--- config.mk ---
export PLATFORM = sky130hd
export DESIGN_NAME = hazard_ctrl_param
export DESIGN_NICKNAME = d
export VERILOG_FILES = /design/src/rtl/hazard_ctrl_param.sv
export SDC_FILE = /design/constraint.sdc
export NUM_CORES = 1
export LEC_CHECK = 0
export ABC_AREA = 1
export ABC_CLOCK_PERIOD_IN_PS = 1800
export CORE_MARGIN = 8
export CORE_UTILIZATION = 44
export CTS_CLUSTER_DIAMETER = 120
export CTS_CLUSTER_SIZE = 28
export DETAILED_ROUTE_END_ITERATION = 6
export PLACE_DENSITY = 0.88
export RECOVER_POWER = 25
export REMOVE_ABC_BUFFERS = 1
export SYNTH_ARGS = -nofsm -noshare
export SYNTH_HDL_FRONTEND = slang
export SYNTH_SLANG_ARGS = --single-unit
--- constraint.sdc ---
create_clock -name i_clk -period 1.8 [get_ports i_clk]
set_clock_uncertainty 0.05 [all_clocks]
set_input_delay 0.18 -clock i_clk [delete_from_list [all_inputs] [get_ports i_clk]]
set_output_delay 0.18 -clock i_clk [all_outputs]
set_load 0.1 [all_outputs]
--- src/rtl/hazard_ctrl_param.sv ---
// hazard_ctrl_param
// Pipeline hazard detector for a MIPS 5-stage pipeline with ID-stage branch
// resolution. In-flight register writers are tracked in a shift-register
// scoreboard, so the load latency, the branch window and the flush depth are
// all parameters instead of fixed ID/EX and EX/MEM taps.
//
// Optional feature: define HAZARD_STATS_EN to build the saturating stall and
// flush statistics counters. When it is undefined no counter flops exist and
// o_stall_cnt / o_flush_cnt are tied to zero.
//
// Parameter constraints: TRACK_DEPTH >= BR_WINDOW, TRACK_DEPTH >= LOAD_LAT+1,
// 1 <= FLUSH_SLOTS <= 7.
module hazard_ctrl_param #(
  parameter int REG_AW      = 5,
  parameter int TRACK_DEPTH = 4,
  parameter int LOAD_LAT    = 1,
  parameter int BR_WINDOW   = 2,
  parameter int FLUSH_SLOTS = 1,
  parameter int CNT_W       = 16
) (
  input  logic              i_clk,
  input  logic              i_rst,
  input  logic              i_id_valid,
  input  logic [5:0]        i_op_code,
  input  logic [REG_AW-1:0] i_id_rs,
  input  logic [REG_AW-1:0] i_id_rt,
  input  logic [REG_AW-1:0] i_id_dest,
  input  logic              i_id_reg_write,
  input  logic              i_id_mem_read,
  input  logic              i_equal,
  input  logic              i_not_equal,
  output logic              o_pc_ld,
  output logic              o_if_id_write,
  output logic              o_nop,
  output logic              o_flush,
  output logic [CNT_W-1:0]  o_stall_cnt,
  output logic [CNT_W-1:0]  o_flush_cnt
);

  localparam logic [5:0] OP_BEQ = 6'b000100;
  localparam logic [5:0] OP_BNE = 6'b000101;
  localparam logic [5:0] OP_J   = 6'b000010;

  // Counter value loaded on a redirect: the redirect cycle itself is the first
  // flush slot, the counter covers the remaining ones.
  localparam logic [2:0] FLUSH_INIT = 3'(FLUSH_SLOTS - 1);

  typedef enum logic {
    S_IDLE     = 1'b0,
    S_FLUSHING = 1'b1
  } state_t;

  // Scoreboard: entry 0 is the instruction that just left ID, entry
  // TRACK_DEPTH-1 is the oldest one still tracked.
  logic [TRACK_DEPTH-1:0]             r_sb_valid;
  logic [TRACK_DEPTH-1:0]             r_sb_rw;
  logic [TRACK_DEPTH-1:0]             r_sb_ld;
  logic [TRACK_DEPTH-1:0][REG_AW-1:0] r_sb_dest;

  logic [TRACK_DEPTH-1:0]             w_sb_valid_next;
  logic [TRACK_DEPTH-1:0]             w_sb_rw_next;
  logic [TRACK_DEPTH-1:0]             w_sb_ld_next;
  logic [TRACK_DEPTH-1:0][REG_AW-1:0] w_sb_dest_next;

  logic [TRACK_DEPTH-1:0] w_match;
  logic [TRACK_DEPTH-1:0] w_lu_hit;
  logic [TRACK_DEPTH-1:0] w_br_hit;

  state_t     r_state;
  state_t     w_state_next;
  logic [2:0] r_fcnt;
  logic [2:0] w_fcnt_next;

  logic w_idv;
  logic w_is_beq;
  logic w_is_bne;
  logic w_is_j;
  logic w_is_branch;
  logic w_load_use;
  logic w_br_hazard;
  logic w_stall;
  logic w_redirect;
  logic w_sb_load;

  // ---------------------------------------------------------------------------
  // Decode and qualification
  // ---------------------------------------------------------------------------

  // While flush slots remain, whatever sits in IF/ID is on the wrong path and
  // is treated as if it were not there at all.
  assign w_idv       = i_id_valid & (r_fcnt == 3'd0);
  assign w_is_beq    = (i_op_code == OP_BEQ);
  assign w_is_bne    = (i_op_code == OP_BNE);
  assign w_is_j      = (i_op_code == OP_J);
  assign w_is_branch = w_is_beq | w_is_bne;

  // ---------------------------------------------------------------------------
  // Per-entry dependency match and hazard windows
  // ---------------------------------------------------------------------------
  generate
    for (genvar gi = 0; gi < TRACK_DEPTH; gi++) begin : g_match
      // $zero is hard-wired, so a pending write to it never creates a hazard.
      assign w_match[gi] = r_sb_valid[gi] & r_sb_rw[gi] &
                           (r_sb_dest[gi] != '0) &
                           ((r_sb_dest[gi] == i_id_rs) | (r_sb_dest[gi] == i_id_rt));

      // A load result is not forwardable to ID until LOAD_LAT cycles after it
      // left ID.
      if (gi < LOAD_LAT) begin : g_lu
        assign w_lu_hit[gi] = w_match[gi] & r_sb_ld[gi];
      end else begin : g_no_lu
        assign w_lu_hit[gi] = 1'b0;
      end

      // A branch compares in ID, so any writer inside the branch window blocks
      // it, and a load blocks it one cycle longer than a normal consumer.
      if (gi < BR_WINDOW) begin : g_br
        assign w_br_hit[gi] = w_match[gi];
      end else if (gi < LOAD_LAT + 1) begin : g_br_ld
        assign w_br_hit[gi] = w_match[gi] & r_sb_ld[gi];
      end else begin : g_no_br
        assign w_br_hit[gi] = 1'b0;
      end
    end
  endgenerate

  assign w_load_use  = |w_lu_hit;
  assign w_br_hazard = w_is_branch & (|w_br_hit);
  assign w_stall     = w_idv & (w_load_use | w_br_hazard);

  // A stalled instruction never redirects; it re-evaluates next cycle.
  assign w_redirect  = w_idv & ~w_stall &
                       (w_is_j | (w_is_beq & i_equal) | (w_is_bne & i_not_equal));

  // Only an instruction that actually advances out of ID becomes a tracked
  // entry; stalls and squashed slots shift in a bubble.
  assign w_sb_load   = w_idv & ~w_stall;

  // ---------------------------------------------------------------------------
  // Scoreboard shift register
  // ---------------------------------------------------------------------------
  generate
    for (genvar gi = 0; gi < TRACK_DEPTH; gi++) begin : g_sb_next
      if (gi == 0) begin : g_head
        assign w_sb_valid_next[gi] = w_sb_load;
        assign w_sb_rw_next[gi]    = i_id_reg_write;
        assign w_sb_ld_next[gi]    = i_id_mem_read;
        assign w_sb_dest_next[gi]  = i_id_dest;
      end else begin : g_body
        assign w_sb_valid_next[gi] = r_sb_valid[gi-1];
        assign w_sb_rw_next[gi]    = r_sb_rw[gi-1];
        assign w_sb_ld_next[gi]    = r_sb_ld[gi-1];
        assign w_sb_dest_next[gi]  = r_sb_dest[gi-1];
      end
    end
  endgenerate

  // Advance every scoreboard entry by one slot each clock.
  always_ff @(posedge i_clk or posedge i_rst) begin
    if (i_rst) begin
      r_sb_valid <= '0;
      r_sb_rw    <= '0;
      r_sb_ld    <= '0;
      r_sb_dest  <= '0;
    end else begin
      r_sb_valid <= w_sb_valid_next;
      r_sb_rw    <= w_sb_rw_next;
      r_sb_ld    <= w_sb_ld_next;
      r_sb_dest  <= w_sb_dest_next;
    end
  end

  // ---------------------------------------------------------------------------
  // Flush FSM
  // ---------------------------------------------------------------------------

  // Hold the flush state and the count of remaining flush slots.
  always_ff @(posedge i_clk or posedge i_rst) begin
    if (i_rst) begin
      r_state <= S_IDLE;
      r_fcnt  <= 3'd0;
    end else begin
      r_state <= w_state_next;
      r_fcnt  <= w_fcnt_next;
    end
  end

  // Start a flush burst on a redirect and count down its extra slots.
  always_comb begin
    w_state_next = r_state;
    w_fcnt_next  = r_fcnt;
    case (r_state)
      S_IDLE: begin
        if (w_redirect) begin
          w_fcnt_next = FLUSH_INIT;
          if (FLUSH_INIT != 3'd0) begin
            w_state_next = S_FLUSHING;
          end
        end
      end
      S_FLUSHING: begin
        w_fcnt_next = r_fcnt - 3'd1;
        if (r_fcnt == 3'd1) begin
          w_state_next = S_IDLE;
        end
      end
      default: begin
        w_state_next = S_IDLE;
        w_fcnt_next  = 3'd0;
      end
    endcase
  end

  // Drive stall controls from the hazard decision and flush from the FSM.
  always_comb begin
    o_pc_ld       = 1'b1;
    o_if_id_write = 1'b1;
    o_nop         = 1'b0;
    o_flush       = 1'b0;
    if (w_stall) begin
      o_pc_ld       = 1'b0;
      o_if_id_write = 1'b0;
      o_nop         = 1'b1;
    end
    case (r_state)
      S_IDLE:     o_flush = w_redirect;
      S_FLUSHING: o_flush = 1'b1;
      default:    o_flush = 1'b0;
    endcase
  end

  // ---------------------------------------------------------------------------
  // Statistics
  // ---------------------------------------------------------------------------
`ifdef HAZARD_STATS_EN
  logic [CNT_W-1:0] r_stall_cnt;
  logic [CNT_W-1:0] r_flush_cnt;

  // Count stall cycles and redirect events, saturating at all-ones.
  always_ff @(posedge i_clk or posedge i_rst) begin
    if (i_rst) begin
      r_stall_cnt <= '0;
      r_flush_cnt <= '0;
    end else begin
      if (w_stall && (r_stall_cnt != '1)) begin
        r_stall_cnt <= r_stall_cnt + CNT_W'(1);
      end
      if (w_redirect && (r_flush_cnt != '1)) begin
        r_flush_cnt <= r_flush_cnt + CNT_W'(1);
      end
    end
  end

  assign o_stall_cnt = r_stall_cnt;
  assign o_flush_cnt = r_flush_cnt;
`else
  assign o_stall_cnt = '0;
  assign o_flush_cnt = '0;
`endif

  // Match bits and load flags outside every hazard window are intentionally
  // not consumed.
  logic w_unused;
  assign w_unused = ^{w_match, r_sb_ld};

endmodule

# Word level (Yosys, flattened, before mapping)
# Cells that the tools add are included.
[word_totals]
out_inout_bits = 36
ramBits = 0
input_bits = 28
memories = 0
mem_bits_ro = 0
latch_bits = 0
regBits = 19
[classes]
eq_ne = 9
order_cmp = 0
reduce_logical = 4
shifts = 0
n_mux = 7
div = 0
n_bitwise = 22
multipliers = 0
add_sub_neg = 1
[op_table]
columns = ["operator", "n"]
rows = [
  ["$eq 5x5->1", 4],
  ["$and 1x1->1", 14],
  ["$eq 6x3->1 const B", 2],
  ["$reduce_bool 5->1", 2],
  ["$eq 6x2->1 const B", 1],
  ["$or 1x1->1", 6],
  ["$pmux 3 s2", 1],
  ["$mux 1", 4],
  ["$eq 3x1->1 const B", 1],
  ["$logic_not 3->1", 1],
  ["$mux 3", 1],
  ["$sub 3x1->3 const B", 1],
  ["$ne 2x2->1 const B", 1],
  ["$not 1->1", 2],
  ["$pmux 1 s2", 1],
  ["$reduce_or 2->1", 1],
]

# Logic depth before layout (Yosys ltp)
[depth]
depth_word = 12
mapped_depth = 10

# Worst setup path after synthesis
# Ideal clock, no wire load.
[synth_timing]
path_kind = "flip-flop to output port"
startpoint = "reg r_sb_dest[6] in the netlist's numbering"
endpoint = "out o_nop"
path_slack_ns = -0.757
t_arrival_ns = 2.327
path_stages_with_launch = 9
required_time_ns = 1.570
cell_sequence = "dfrtp_1 xor2_1 nor2_1 nand3_1 nand2_1 nand2_1 nand2_1 nand2_1 inv_1"
[synth_between]
elab_chain_cells = 8
elab_cells_between_ends = 11
[synth_rtl]
columns = ["element", "line", "text"]
rows = [
  ["start: declaration", "58", "logic [TRACK_DEPTH-1:0][REG_AW-1:0] r_sb_dest;"],
  ["start signal: assignment", "169", "r_sb_dest <= w_sb_dest_next;"],
  ["$eq 5x5->1 or $reduce_bool 5->1 (tied branches)", "105, 104", ""],
  ["$or 1x1->1 or $and 1x1->1 (tied branches)", "105, 103", ""],
  ["$and 1x1->1 *", "104", "(r_sb_dest[gi] != '0) &"],
  ["$reduce_or 2->1 *", "128", "assign w_br_hazard = w_is_branch & (|w_br_hit);"],
  ["$and 1x1->1 *", "128", ""],
  ["$or 1x1->1 *", "129", "assign w_stall = w_idv & (w_load_use | w_br_hazard);"],
  ["$and 1x1->1 *", "129", ""],
  ["$mux 1 *", "220", "if (w_stall) begin"],
  ["end: declaration", "34", "output logic o_nop,"],
]
# Every way passes the cells marked *; elsewhere a longest branch is shown, timed or not.

# Worst setup path after layout
[layout_timing]
startpoint = "reg r_sb_dest[6] in the netlist's numbering"
endpoint = "out o_if_id_write"
[layout_between]
elab_chain_cells = 8
elab_cells_between_ends = 11
[layout_rtl]
columns = ["element", "line", "text"]
rows = [
  ["$eq 5x5->1 or $reduce_bool 5->1 (tied branches)", "105, 104", ""],
  ["$or 1x1->1 or $and 1x1->1 (tied branches)", "105, 103", ""],
  ["$and 1x1->1 *", "104", ""],
  ["$reduce_or 2->1 *", "128", ""],
  ["$and 1x1->1 *", "128", ""],
  ["$or 1x1->1 *", "129", ""],
  ["$and 1x1->1 *", "129", ""],
  ["$mux 1 *", "220", ""],
  ["end: declaration", "33", "output logic o_if_id_write,"],
]
# Marks and branches as above.

==> impl_metrics.yaml <==
setup_path:
  critical_path.endpoint_type: "output port"
  regToRegEndpoint: "r_sb_valid[0]"
  r2r_slack_ps: 330
  critical-path-top-cell-by-count: "sky130_fd_sc_hd__nand2_2"
  worst_path_largest_cell_delay_ps: 430
  r2r.worst_path.cells: 9
  crit_chain: "xor2_1, nor2_1, nand3_1, nand2_1, nand2_2, nand2_2, nand2_2, buf_6, buf_12"
  worstPathArrival_ps: 1670
  timing.critical_path.fanout_max: 3
  worstReg2RegStart: "r_sb_dest[0]"
  criticalPathCategory: "flip-flop to output port"
  cp_slowest_cell: "sky130_fd_sc_hd__dfrtp_1"
  worstPathRequired_ps: 1570
  setup.worst_path.start_class: "flip-flop"
finish:
  insertedDiodeCount: 0
  layout.filler_cells: 278
  post-route-cell-area_um2: 1650
  nNetsFinal: 246
  area_growth_from_synthesis_to_final_layout_pct: 25.5
  layout-drive-gt1-share_pct: 15.4
  layoutNonFillerInstCount: 247
clock_network:
  holdBufCountCts: 0
  clock_tree.buffer_depth: 2
  clkSinkCount: 19
  cts-htree-levels: 1
  tritoncts: "done"
  worst_skew_pair.late_latency_ps: 300
  cts_inserted_buffers: 3
  cts.reportedPaths.clkPinSlew_ps: 110
  clockRootBuffer: "sky130_fd_sc_hd__clkbuf_4"
yosys:
  post_synth_xor_area_fraction_pct: 5.99
  flip_flop_and_latch_count_after_synthesis: 19
  yosysTopAreaCell: "sky130_fd_sc_hd__dfrtp_1"
  synth.top_cells.by_area: "sky130_fd_sc_hd__dfrtp_1, sky130_fd_sc_hd__buf_4, sky130_fd_sc_hd__nand2_1"
  share_of_synthesized_cell_area_in_full_adder_half_adder_and_majority_cells_pct: 2.85
  syn_avg_cell_area_um2: 7.43
  seq_area_frac_synth_pct: 36.2
  synth-warning-count: 0
  combined_area_of_all_synthesized_cells_um2: 1320
  netlist.area_leader.share_pct: 36.2
  post_synth_and_or_nand_nor_area_fraction_pct: 27.8
  synth_cell_type_count: 20
  yosys-mux-area-fraction_pct: 0
  synth-compound-area-share_pct: 0.951
  synth_top_family_by_area: "simple AND/OR/NAND/NOR gates"
  syn_inst: 177
place:
  io_buffer_count: 31
  placedCellCount: 241
  dp_hpwl_mm: 2.26
  place_congestion: 0.867
  placed_area_um2: 1590
die:
  die_x_um: 70.7
  floorplan.core_area_um2: 2950
  initial_core_util_pct: 44.5
  row_count: 20
  die-area_um2: 4990
  chipHeight_um: 70.7
  ports_placed_on_the_boundary: 64
pwr:
  p_per_area_nw_per_um2: 669
  irDropWorstVdd_v: 0.000371
  clockPowerShare_pct: 19.3
  internal_power_mw: 0.604
  power_leakage_nw: 0.942
  pwr-share-seq_pct: 41.5
  combinational_cell_fraction_of_total_power_pct: 39.2
  p_switching_mw: 0.500
  switching_share_pct: 45.3
  p_total_mw: 1.10
sta:
  report.final.hold_viol_count: 0
  grt_setup_unrepaired: "yes"
  slew_headroom_pct: 35.1
  finalSetupTns_ps: -326
  fin_ws_ps: -100
  worst_slew_pin_slew_ps: 973
  achievable-frequency_mhz: 526
  setup_viol: 4
  timing.final.crit_period_ps: 1900
  final-max-slew-violation-count: 0
  period_share_pct: 106
  hold-worst-slack_ps: 336
global_routing:
  grt_start_max_net_pins: 20
  grt.overflow.total: 0
  total_track_usage_pct: 10.9
  first_global_vias: 1071
  global_route_wire_length_before_repair_mm: 4.55
  grt_antenna_before_repair: 0
hold_path:
  min_path_cells: 0
  hp-start: "r_sb_valid[0]"
  min-delay-path-class: "flip-flop to flip-flop"
  min_delay_worst_endpoint: "r_sb_valid[1]"
drt:
  detailroute.via_count: 1071
  postRouteWirelength_mm: 2.70
  vias_per_cell: 4.34
  antenna_violating_nets_post_route: 0
  remaining_drc_errors: 0
  first_pass_iters: 4
  drtIter0Drc: 21
  routedWlPerCell_um: 10.9
run_status:
  failed_checks: "negative setup slack"
  status: "complete, but fails checks"
flow_run:
  maxCapViolCount: 0
## layout by cell type, fill, tap and decap left out, drive strengths merged
| cell | count |
|---|---|
| clkinv | 1 |
| ha | 3 |
| dlygate4sd3 | 8 |
| clkdlybuf4s50 | 19 |
| clkbuf | 4 |
| conb | 32 |
| nor3 | 1 |
| nor2 | 19 |
| xnor2 | 4 |
| xor2 | 5 |
| nand2 | 49 |
| buf | 7 |
| nand3 | 11 |
| or2 | 2 |
| nand4 | 3 |
| inv | 25 |
| a21oi | 1 |
| a21o | 1 |
| dfrtp | 19 |
## flip-flops by register name (all words and copies together), names as in the netlist
register / cells
r_fcnt: 3
r_sb_rw: 2
r_state: 1
r_sb_dest: 10
r_sb_valid: 2
r_sb_ld: 1
## power groups by stage
| stage | combinational, mW | sequential (mW) | clock, mW |
|---|---|---|---|
| floorplan | 0.352 | 0.461 | 0 |
| global placement | 0.430 | 0.464 | 0 |
| detailed placement | 0.432 | 0.465 | 0 |
| CTS | 0.433 | 0.457 | 0.219 |
| global route | 0.455 | 0.460 | 0.243 |
| finish | 0.432 | 0.458 | 0.213 |
## worst max-delay path, delay by kind of cell, from the launching register on
kind	cells	cell delay (ps)
buffers and inverters	2	290
flip-flops	1	430
XOR/XNOR	1	150
AND/OR/NAND/NOR	6	510
## synth_stat cells
cell type                 instances
sky130_fd_sc_hd__nor2_4           1
sky130_fd_sc_hd__xnor2_1          4
sky130_fd_sc_hd__nand4_1          2
sky130_fd_sc_hd__nor3_1           1
sky130_fd_sc_hd__or2_2            2
sky130_fd_sc_hd__ha_1             3
sky130_fd_sc_hd__dfrtp_1         19
sky130_fd_sc_hd__nand4_2          1
sky130_fd_sc_hd__a21o_1           1
sky130_fd_sc_hd__nor2_1          17
sky130_fd_sc_hd__a21oi_1          1
sky130_fd_sc_hd__inv_2            2
sky130_fd_sc_hd__xor2_1           5
sky130_fd_sc_hd__nor2_2           1
sky130_fd_sc_hd__buf_4           33
sky130_fd_sc_hd__nand3_1         11
sky130_fd_sc_hd__inv_1           23
sky130_fd_sc_hd__nand2_1         48
sky130_fd_sc_hd__conb_1           1
sky130_fd_sc_hd__nand2_2          1
## how the worst max path moves through the flow
stage,start,end,slack [ps],cells past startpoint
finish,r_sb_dest[6],o_if_id_write,-100,9
global route,r_sb_dest[0],o_if_id_write,-220,10
CTS,r_sb_dest[0],o_if_id_write,-120,10
detailed placement,i_id_rt[2],o_if_id_write,-130,12
global placement,i_id_rs[1],o_if_id_write,-100,12
floorplan,r_sb_dest[6],o_nop,-1540,8
## timing repair
action                                  in CTS  in global routing
endpoints found under the setup margin       4                  4
hold endpoints to repair                     0                  0
pin swaps                                    5                  6
buffers inserted                             1                  1
resized for setup                            8                  7
## kinds of logic (layout without fill, tap and decap cells)
| logic type | count (synthesis) | count (layout) |
|---|---|---|
| other | 1 | 32 |
| AO/OA/AOI/OAI | 2 | 2 |
| AND/OR/NAND/NOR | 85 | 85 |
| buffers and inverters | 58 | 64 |
| XOR/XNOR | 9 | 9 |
| adder cells (fa/ha/maj) | 3 | 3 |
| flip-flops | 19 | 19 |
## stage by stage
stage | setup WS [ps] | util [%]
global placement | -97.1 | 53.9
global route | -224 | 55.9
finish | -100 | 55.9
floorplan | -1540 | -
CTS | -119 | 55.7
detailed placement | -126 | 53.9
## layout make-up
cell class	instances	area, um^2	share of cell area (%)
sequential	19	478	29.0
clock buffer	3	22.5	1.36
tap	33	41.3	2.50
clock inverter	1	5.00	0.303
inverter	25	93.8	5.69
timing repair buffer	35	380	23.0
multi-input combinational	131	629	38.1
## per-layer routing
metal | share of wire [%] | GRT usage (%) | wire length, um | up-vias
met1 | 39 | 11.1 | 1060 | 465
met3 | 11 | 4.66 | 309 | 12
li1 | - | - | - | 536
met4 | 2.8 | 4.85 | 76 | 0
met5 | 0 | 0 | 0 | -
met2 | 46 | 19.0 | 1250 | 58
No activity file was read; power rests on OpenSTA's default activity.
